===== src/rtl/dram_cmd_scheduler_if.sv =====
// Request and command bundle for dram_cmd_scheduler.
// Latency: none (wires only); the scheduler registers every cmd_* field.
// Backpressure: req_valid_in/req_ready_out handshake; the cmd_* side is a one-cycle strobe with no ready.
// Ports: req_valid_in, req_ready_out, req_write_in, req_bg_in, req_ba_in, req_row_in, req_col_in,
//        req_data_in, cmd_valid_out, cmd_out, bank_group_out, bank_out, row_out, col_out, wdata_out.
// Modports: slave = scheduler view, master = request source / command sink view.
interface dram_cmd_scheduler_if #(
  parameter int BANK_GROUPS     = 2,
  parameter int BANKS_PER_GROUP = 4,
  parameter int ROW_BITS        = 8,
  parameter int COL_BITS        = 4
);
  localparam int BG_W = (BANK_GROUPS > 1) ? $clog2(BANK_GROUPS) : 1;
  localparam int BA_W = (BANKS_PER_GROUP > 1) ? $clog2(BANKS_PER_GROUP) : 1;

  logic                req_valid_in;
  logic                req_ready_out;
  logic                req_write_in;
  logic [BG_W-1:0]     req_bg_in;
  logic [BA_W-1:0]     req_ba_in;
  logic [ROW_BITS-1:0] req_row_in;
  logic [COL_BITS-1:0] req_col_in;
  logic [7:0][63:0]    req_data_in;

  logic                cmd_valid_out;
  logic [2:0]          cmd_out;
  logic [BG_W-1:0]     bank_group_out;
  logic [BA_W-1:0]     bank_out;
  logic [ROW_BITS-1:0] row_out;
  logic [COL_BITS-1:0] col_out;
  logic [7:0][63:0]    wdata_out;

  modport slave (
    input  req_valid_in, req_write_in, req_bg_in, req_ba_in, req_row_in, req_col_in, req_data_in,
    output req_ready_out, cmd_valid_out, cmd_out, bank_group_out, bank_out, row_out, col_out,
           wdata_out
  );

  modport master (
    output req_valid_in, req_write_in, req_bg_in, req_ba_in, req_row_in, req_col_in, req_data_in,
    input  req_ready_out, cmd_valid_out, cmd_out, bank_group_out, bank_out, row_out, col_out,
           wdata_out
  );
endinterface


===== src/rtl/dram_cmd_scheduler.sv =====
// Turns one memory request at a time into PRECHARGE/ACTIVATE/READ/WRITE commands (open-page policy).
// Latency: first command one cycle after accept when no timer blocks; each command is a registered one-cycle strobe.
// Backpressure: req_ready_out is high only while idle, so one request is in flight at a time.
// Ports: clk_in, rst_in (async, active-high), bus (dram_cmd_scheduler_if.slave: request handshake + command strobe).
// Optional: DRAM_SCHED_PERF_EN adds row_hit_count_out / row_miss_count_out (saturating 32-bit accept counters).
module dram_cmd_scheduler #(
  parameter int CAS_LATENCY        = 22,
  parameter int ACTIVATION_LATENCY = 8,
  parameter int PRECHARGE_LATENCY  = 5,
  parameter int BURST_CYCLES       = 4,
  parameter int BANK_GROUPS        = 2,
  parameter int BANKS_PER_GROUP    = 4,
  parameter int ROW_BITS           = 8,
  parameter int COL_BITS           = 4
) (
  input  logic                 clk_in,
  input  logic                 rst_in,
  dram_cmd_scheduler_if.slave  bus
`ifdef DRAM_SCHED_PERF_EN
  ,
  output logic [31:0]          row_hit_count_out,
  output logic [31:0]          row_miss_count_out
`endif
);
  localparam int BG_W  = (BANK_GROUPS > 1) ? $clog2(BANK_GROUPS) : 1;
  localparam int BA_W  = (BANKS_PER_GROUP > 1) ? $clog2(BANKS_PER_GROUP) : 1;
  localparam int NB    = BANK_GROUPS * BANKS_PER_GROUP;
  localparam int IDX_W = (NB > 1) ? $clog2(NB) : 1;

  // Timers are loaded with latency-1: a load at the issuing edge reaches 0 just
  // before the edge that is exactly <latency> cycles later.
  localparam int BT_MAX = ((ACTIVATION_LATENCY > PRECHARGE_LATENCY) ?
                           ACTIVATION_LATENCY : PRECHARGE_LATENCY) - 1;
  localparam int BT_W   = (BT_MAX > 1) ? $clog2(BT_MAX + 1) : 1;
  localparam int BUS_W  = (BURST_CYCLES > 2) ? $clog2(BURST_CYCLES) : 1;
  localparam int DR_W   = $clog2(CAS_LATENCY + BURST_CYCLES);

  localparam logic [2:0] CMD_RD  = 3'd0;
  localparam logic [2:0] CMD_WR  = 3'd1;
  localparam logic [2:0] CMD_ACT = 3'd2;
  localparam logic [2:0] CMD_PRE = 3'd3;

  typedef enum logic [1:0] {S_IDLE, S_PRE, S_ACT, S_RW} state_t;

  state_t              state_q;
  logic                ready_q;

  // Latched request
  logic                lat_write_q;
  logic [BG_W-1:0]     lat_bg_q;
  logic [BA_W-1:0]     lat_ba_q;
  logic [ROW_BITS-1:0] lat_row_q;
  logic [COL_BITS-1:0] lat_col_q;
  logic [7:0][63:0]    lat_data_q;

  // Per-bank page state and timers
  logic                bank_open_q [NB];
  logic [ROW_BITS-1:0] bank_row_q  [NB];
  logic [BT_W-1:0]     bank_tmr_q  [NB];
  logic [BT_W-1:0]     bank_tmr_d  [NB];

  // Shared data-bus timers
  logic [BUS_W-1:0]    bus_tmr_q, bus_tmr_d;
  logic [DR_W-1:0]     rd_drain_q, rd_drain_d;

  // Registered command outputs
  logic                cmd_valid_q;
  logic [2:0]          cmd_q;
  logic [BG_W-1:0]     bg_out_q;
  logic [BA_W-1:0]     ba_out_q;
  logic [ROW_BITS-1:0] row_out_q;
  logic [COL_BITS-1:0] col_out_q;
  logic [7:0][63:0]    wdata_q;

  logic [IDX_W-1:0]    acc_idx, cur_idx;
  logic                accept, acc_hit, tmr_zero;
  logic                issue_pre, issue_act, issue_rw;

  always_comb begin
    acc_idx   = IDX_W'(int'(bus.req_bg_in) * BANKS_PER_GROUP + int'(bus.req_ba_in));
    cur_idx   = IDX_W'(int'(lat_bg_q) * BANKS_PER_GROUP + int'(lat_ba_q));
    accept    = bus.req_valid_in && ready_q;
    acc_hit   = bank_open_q[acc_idx] && (bank_row_q[acc_idx] == bus.req_row_in);
    tmr_zero  = (bank_tmr_q[cur_idx] == '0);
    issue_pre = (state_q == S_PRE) && tmr_zero;
    issue_act = (state_q == S_ACT) && tmr_zero;
    // A WRITE must also wait for the read data of an earlier READ to leave the bus.
    issue_rw  = (state_q == S_RW) && tmr_zero && (bus_tmr_q == '0) &&
                (!lat_write_q || (rd_drain_q == '0));

    for (int b = 0; b < NB; b++) begin
      bank_tmr_d[b] = (bank_tmr_q[b] != '0) ? bank_tmr_q[b] - BT_W'(1) : '0;
      if (IDX_W'(b) == cur_idx) begin
        if (issue_pre) bank_tmr_d[b] = BT_W'(PRECHARGE_LATENCY - 1);
        if (issue_act) bank_tmr_d[b] = BT_W'(ACTIVATION_LATENCY - 1);
      end
    end

    bus_tmr_d = (bus_tmr_q != '0) ? bus_tmr_q - BUS_W'(1) : '0;
    if (issue_rw) bus_tmr_d = BUS_W'(BURST_CYCLES - 1);

    rd_drain_d = (rd_drain_q != '0) ? rd_drain_q - DR_W'(1) : '0;
    if (issue_rw && !lat_write_q) rd_drain_d = DR_W'(CAS_LATENCY + BURST_CYCLES - 1);
  end

  always_ff @(posedge clk_in or posedge rst_in) begin
    if (rst_in) begin
      state_q     <= S_IDLE;
      ready_q     <= 1'b1;
      lat_write_q <= 1'b0;
      lat_bg_q    <= '0;
      lat_ba_q    <= '0;
      lat_row_q   <= '0;
      lat_col_q   <= '0;
      lat_data_q  <= '0;
      for (int b = 0; b < NB; b++) begin
        bank_open_q[b] <= 1'b0;
        bank_row_q[b]  <= '0;
        bank_tmr_q[b]  <= '0;
      end
      bus_tmr_q   <= '0;
      rd_drain_q  <= '0;
      cmd_valid_q <= 1'b0;
      cmd_q       <= '0;
      bg_out_q    <= '0;
      ba_out_q    <= '0;
      row_out_q   <= '0;
      col_out_q   <= '0;
      wdata_q     <= '0;
    end else begin
      bank_tmr_q  <= bank_tmr_d;
      bus_tmr_q   <= bus_tmr_d;
      rd_drain_q  <= rd_drain_d;
      cmd_valid_q <= 1'b0;

      unique case (state_q)
        S_IDLE: begin
          if (accept) begin
            ready_q     <= 1'b0;
            lat_write_q <= bus.req_write_in;
            lat_bg_q    <= bus.req_bg_in;
            lat_ba_q    <= bus.req_ba_in;
            lat_row_q   <= bus.req_row_in;
            lat_col_q   <= bus.req_col_in;
            lat_data_q  <= bus.req_data_in;
            if (acc_hit)                   state_q <= S_RW;
            else if (bank_open_q[acc_idx]) state_q <= S_PRE;
            else                           state_q <= S_ACT;
          end
        end
        S_PRE: begin
          if (issue_pre) begin
            cmd_valid_q          <= 1'b1;
            cmd_q                <= CMD_PRE;
            bg_out_q             <= lat_bg_q;
            ba_out_q             <= lat_ba_q;
            bank_open_q[cur_idx] <= 1'b0;
            state_q              <= S_ACT;
          end
        end
        S_ACT: begin
          if (issue_act) begin
            cmd_valid_q          <= 1'b1;
            cmd_q                <= CMD_ACT;
            bg_out_q             <= lat_bg_q;
            ba_out_q             <= lat_ba_q;
            row_out_q            <= lat_row_q;
            bank_open_q[cur_idx] <= 1'b1;
            bank_row_q[cur_idx]  <= lat_row_q;
            state_q              <= S_RW;
          end
        end
        S_RW: begin
          if (issue_rw) begin
            cmd_valid_q <= 1'b1;
            cmd_q       <= lat_write_q ? CMD_WR : CMD_RD;
            bg_out_q    <= lat_bg_q;
            ba_out_q    <= lat_ba_q;
            col_out_q   <= lat_col_q;
            if (lat_write_q) wdata_q <= lat_data_q;
            ready_q     <= 1'b1;
            state_q     <= S_IDLE;
          end
        end
        default: state_q <= S_IDLE;
      endcase
    end
  end

  assign bus.req_ready_out  = ready_q;
  assign bus.cmd_valid_out  = cmd_valid_q;
  assign bus.cmd_out        = cmd_q;
  assign bus.bank_group_out = bg_out_q;
  assign bus.bank_out       = ba_out_q;
  assign bus.row_out        = row_out_q;
  assign bus.col_out        = col_out_q;
  assign bus.wdata_out      = wdata_q;

`ifdef DRAM_SCHED_PERF_EN
  logic [31:0] hit_cnt_q, miss_cnt_q;

  // Classified at accept: a hit needs no ACTIVATE, closed and conflict both do.
  always_ff @(posedge clk_in or posedge rst_in) begin
    if (rst_in) begin
      hit_cnt_q  <= '0;
      miss_cnt_q <= '0;
    end else if (accept) begin
      if (acc_hit) begin
        if (hit_cnt_q != '1) hit_cnt_q <= hit_cnt_q + 32'd1;
      end else begin
        if (miss_cnt_q != '1) miss_cnt_q <= miss_cnt_q + 32'd1;
      end
    end
  end

  assign row_hit_count_out  = hit_cnt_q;
  assign row_miss_count_out = miss_cnt_q;
`endif
endmodule


===== src/flat_wrapper.sv =====
// flat-port wrapper written by rule: the top's interface ports become plain ports
module dram_cmd_scheduler_flat 
#(
  parameter int CAS_LATENCY        = 22,
  parameter int ACTIVATION_LATENCY = 8,
  parameter int PRECHARGE_LATENCY  = 5,
  parameter int BURST_CYCLES       = 4,
  parameter int BANK_GROUPS        = 2,
  parameter int BANKS_PER_GROUP    = 4,
  parameter int ROW_BITS           = 8,
  parameter int COL_BITS           = 4
)
  (clk_in, rst_in, bus_req_valid_in, bus_req_write_in, bus_req_bg_in, bus_req_ba_in, bus_req_row_in, bus_req_col_in, bus_req_data_in, bus_req_ready_out, bus_cmd_valid_out, bus_cmd_out, bus_bank_group_out, bus_bank_out, bus_row_out, bus_col_out, bus_wdata_out);
  dram_cmd_scheduler_if #(.BANK_GROUPS(BANK_GROUPS), .BANKS_PER_GROUP(BANKS_PER_GROUP), .ROW_BITS(ROW_BITS), .COL_BITS(COL_BITS)) bus_i ();
  input  logic clk_in;
  input  logic rst_in;
  input wire logic [$bits(bus_i.req_valid_in)-1:0] bus_req_valid_in;
  input wire logic [$bits(bus_i.req_write_in)-1:0] bus_req_write_in;
  input wire logic [$bits(bus_i.req_bg_in)-1:0] bus_req_bg_in;
  input wire logic [$bits(bus_i.req_ba_in)-1:0] bus_req_ba_in;
  input wire logic [$bits(bus_i.req_row_in)-1:0] bus_req_row_in;
  input wire logic [$bits(bus_i.req_col_in)-1:0] bus_req_col_in;
  input wire logic [$bits(bus_i.req_data_in)-1:0] bus_req_data_in;
  output wire logic [$bits(bus_i.req_ready_out)-1:0] bus_req_ready_out;
  output wire logic [$bits(bus_i.cmd_valid_out)-1:0] bus_cmd_valid_out;
  output wire logic [$bits(bus_i.cmd_out)-1:0] bus_cmd_out;
  output wire logic [$bits(bus_i.bank_group_out)-1:0] bus_bank_group_out;
  output wire logic [$bits(bus_i.bank_out)-1:0] bus_bank_out;
  output wire logic [$bits(bus_i.row_out)-1:0] bus_row_out;
  output wire logic [$bits(bus_i.col_out)-1:0] bus_col_out;
  output wire logic [$bits(bus_i.wdata_out)-1:0] bus_wdata_out;
  assign bus_i.req_valid_in = bus_req_valid_in;
  assign bus_i.req_write_in = bus_req_write_in;
  assign bus_i.req_bg_in = bus_req_bg_in;
  assign bus_i.req_ba_in = bus_req_ba_in;
  assign bus_i.req_row_in = bus_req_row_in;
  assign bus_i.req_col_in = bus_req_col_in;
  assign bus_i.req_data_in = bus_req_data_in;
  assign bus_req_ready_out = bus_i.req_ready_out;
  assign bus_cmd_valid_out = bus_i.cmd_valid_out;
  assign bus_cmd_out = bus_i.cmd_out;
  assign bus_bank_group_out = bus_i.bank_group_out;
  assign bus_bank_out = bus_i.bank_out;
  assign bus_row_out = bus_i.row_out;
  assign bus_col_out = bus_i.col_out;
  assign bus_wdata_out = bus_i.wdata_out;
  dram_cmd_scheduler #(.CAS_LATENCY(CAS_LATENCY), .ACTIVATION_LATENCY(ACTIVATION_LATENCY), .PRECHARGE_LATENCY(PRECHARGE_LATENCY), .BURST_CYCLES(BURST_CYCLES), .BANK_GROUPS(BANK_GROUPS), .BANKS_PER_GROUP(BANKS_PER_GROUP), .ROW_BITS(ROW_BITS), .COL_BITS(COL_BITS)) u_core (.clk_in(clk_in), .rst_in(rst_in), .bus(bus_i));
endmodule

===== config.mk =====
export PLATFORM = sky130hd
export DESIGN_NAME = dram_cmd_scheduler_flat
export DESIGN_NICKNAME = d
export VERILOG_FILES = /design/src/rtl/dram_cmd_scheduler_if.sv /design/src/rtl/dram_cmd_scheduler.sv /design/src/flat_wrapper.sv
export SDC_FILE = /design/constraint.sdc
export NUM_CORES = 2
export LEC_CHECK = 0
export BUFFER_PORTS_ARGS = -buffer_cell sky130_fd_sc_hd__buf_2
export CAP_MARGIN = 10
export CORE_MARGIN = 10
export CORE_UTILIZATION = 30
export CTS_BUF_LIST = sky130_fd_sc_hd__clkbuf_16
export CTS_CLUSTER_DIAMETER = 40
export CTS_CLUSTER_SIZE = 16
export DETAILED_ROUTE_END_ITERATION = 7
export PLACE_DENSITY = 0.57
export SKIP_CTS_REPAIR_TIMING = 1
export SKIP_LAST_GASP = 1
export SLEW_MARGIN = 30
export SYNTH_ARGS = -nofsm -noshare
export SYNTH_HDL_FRONTEND = slang
export SYNTH_SLANG_ARGS = --single-unit

===== constraint.sdc =====
create_clock -name clk_in -period 95.7 [get_ports clk_in]
set_input_delay 19.14 -clock clk_in [delete_from_list [all_inputs] [get_ports clk_in]]
set_output_delay 19.14 -clock clk_in [all_outputs]
set_load 0.05 [all_outputs]

==> results.cfg <==
[grt]
grt_pass1_vias = 28500
grt_usage = 0.151
grt.overflow.total = 0
grt_max_degree = 182
antenna_found_initial = 68
grt_pass1_wl_mm = 194

[layout]
fin_area_mm2 = 0.0593
nets = 4381
area_delta_synth_final_pct = 28.5
drive_gt1_frac = 0.616

[yosys]
synth.net_count = 3257
ys_types = 53
yosys_warnings = 0
async_flop_share = 1.00
syn_avg_cell_area_um2 = 17.1
ys_ff_latch = 1164
syn_area_mm2 = 0.0461
synth.yosys.seq_area_share = 0.631
synth_enable_flop_cells = 0
synth_top_flop_cell = dfrtp_1
syn_inst = 2703

[cts]
cts_buffer_depth = 3
root_buffer = clkbuf_16
clk_latency_ps = 770
cts_inserted_buffers = 171
cts_tree = yes
clk_pin_slew_ps = 60
clock-sinks = 1164
h-tree-depth = 4

[placed_design]
numPortBuffers = 1061
dp_hpwl_mm = 98.0
routabilityCongestion = 0.819
place_area_mm2 = 0.0533

[sta]
hold_ws_ps = 460
skew_ps = 41.0
tns_ps = 0
hold_viol_final = 0
period_share = 0.242
period_minus_slack_ps = 23160
tightestPinTransition_ps = 1030
drv_slew = 0
rsz0062_at_grt = false
max_clock_freq_mhz = 43.2
setup_viol = 0
relSlewSlack = 0.310

[worst_setup_path]
end_kind = register
cpMostUsedCell = buf_6
worstPathArrival_ps = 23770
worst-path-buf-inv = 6
startpoint_type = primary input
crit_chain = buf_2 > nand3_4 > buf_6 > buf_4 > buf_4 > buf_6 > buf_6 > mux2_2
slowest_stage = buf_4
critical_path_required_ps = 96310
cp_slowest_stage_delay_ps = 840
critPathMaxFanout = 74
timing_worst_setup_path_type = in2reg
cpLargestDelayFamily = buffers and inverters

[route]
drt_wl_total_mm = 134
vias_per_cell = 4.42
wl_per_cell_um = 22.3
antenna_left = 0
drc_errors = 0
vias = 26700
drt-initial-drc-count = 1614
dr.pass1.iters = 5

[floorplan]
ios = 1063
die_y_um = 412
fp.dieW_um = 412
dieArea_mm2 = 0.170
coreArea_mm2 = 0.152
num_rows = 143
start_util = 0.303

[worst_hold_path]
holdCritPathClass = reg2reg

[pwr]
peakVddDrop_uv = 19.9
leakage_uw = 0.0314
power_density_mw_per_mm2 = 36.2

[job]
drv_cap = 0

[run_status]
outcome = finished clean
[routing by layer]
metal,global-route usage,wire length [um],share of wire,vias up
met1,0.176,52300,0.39,13600
met5,0,379,0.0028,-
li1,-,-,-,11900
met3,0.0543,10200,0.076,283
met2,0.257,67200,0.50,814
met4,0.0515,4330,0.032,60
[placed cells by master, fill, tap and decap left out, drive strengths merged, types with 4 or more instances in the layout]
cell type  count
ha            23
o21ai          9
dfrtp       1163
bufinv        12
xnor2          9
mux4          12
clkinv        65
a221oi         4
buf         1090
or2            4
clkinvlp      20
nand2b         4
o31ai          8
o22ai          4
inv           79
nand3          4
mux2        1122
diode         23
a21oi          6
nor2b          4
nand2         70
nor3           4
clkbuf       171
nor2          27
o211ai         8
o21bai         6
mux2i         18
[power by group]
group	total, uW	switching [uW]	leakage [uW]	internal, uW
registers	813	121	0.0151	692
clock network	624	254	0.00283	370
logic	711	442	0.0134	269
total	2150	816	0.0314	1330
[state kept, by name, indices dropped and copies added, names as in the netlist, named ones only]
register,count
u_core.lat_row_q,8
u_core.bus.row_out,8
u_core.bus.cmd_out,2
u_core.lat_write_q,1
u_core.lat_ba_q,2
u_core.bank_row_q,64
u_core.bank_tmr_q,24
u_core.bus.cmd_valid_out,1
u_core.bus.req_ready_out,1
u_core.lat_col_q,4
u_core.rd_drain_q,5
u_core.bus.col_out,4
u_core.lat_data_q,512
u_core.bus_tmr_q,2
u_core.bus.bank_out,2
u_core.state_q,2
u_core.bus.bank_group_out,1
u_core.bus.wdata_out,512
u_core.lat_bg_q,1
[cell type report]
cell class	count	area, um^2
Inverter	28	118
Multi-Input combinational cell	1372	16000
Clock inverter	148	1550
Fill cell	14500	93200
Antenna cell	23	57.6
Sequential cell	1164	29100
Timing Repair Buffer	1090	5640
Tap cell	2030	2540
Clock buffer	171	4280
[worst min-delay path: stages (launching register included)]
cell,delay (ps)
dfrtp_1,340
nand2_1,50
nand2_1,40
[cell families after synthesis]
kind of cell | synth area share
compound gates | 0.00914
fa+ha+maj | 0.00624
other cells | 0.0000813
simple gates | 0.0125
mux | 0.316
flops | 0.631
buf+inv | 0.0228
xor+xnor | 0.00171
[Yosys cell counts, types with 12 or more instances]
| cell | count | area [um^2] |
|---|---|---|
| mux2_4 | 400 | 6010 |
| clkbuf_1 | 64 | 240 |
| mux2_2 | 642 | 7230 |
| ha_1 | 23 | 288 |
| dfrtp_1 | 1163 | 29100 |
| buf_6 | 53 | 597 |
| nor2_1 | 26 | 97.6 |
| buf_2 | 13 | 65.1 |
| mux4_2 | 12 | 270 |
| mux2i_1 | 18 | 180 |
| nand2_1 | 67 | 251 |
| inv_1 | 28 | 105 |
| mux2_1 | 80 | 901 |
[worst paths after layout]
path	depth (start not counted)	from	slack [ps]	end
setup / recovery	8	bus_req_valid_in	72540	u_core.lat_data_q[258]$_DFFE_PP0P_
hold / removal	2	u_core.lat_col_q[2]$_DFFE_PP0P_	460	u_core.bus.col_out[2]$_DFFE_PP0P_
setup reg to reg	11	u_core.lat_ba_q[1]$_DFFE_PP0P_	89040	u_core.bus.wdata_out[295]$_DFFE_PP0P_
hold reg to reg	2	u_core.lat_col_q[2]$_DFFE_PP0P_	460	u_core.bus.col_out[2]$_DFFE_PP0P_
max in group asynchronous	7	rst_in	73710	u_core.lat_data_q[185]$_DFFE_PP0P_
min in group asynchronous	2	rst_in	18510	u_core.bus.wdata_out[502]$_DFFE_PP0P_
[metrics by stage]
step | utilization | setup WS [ps] | total power (uW) | cells
2_1_floorplan | - | 43780 | 1340 | 2703
3_3_place_gp | 0.350 | 70990 | 1520 | 5683
3_5_place_dp | 0.350 | 71250 | 1540 | 5683
4_1_cts | 0.388 | 72070 | 2180 | 6002
5_1_grt | 0.389 | 72310 | 2250 | 6019
6_report | 0.389 | 72540 | 2150 | 6026
(Power assumes the default switching activity.)
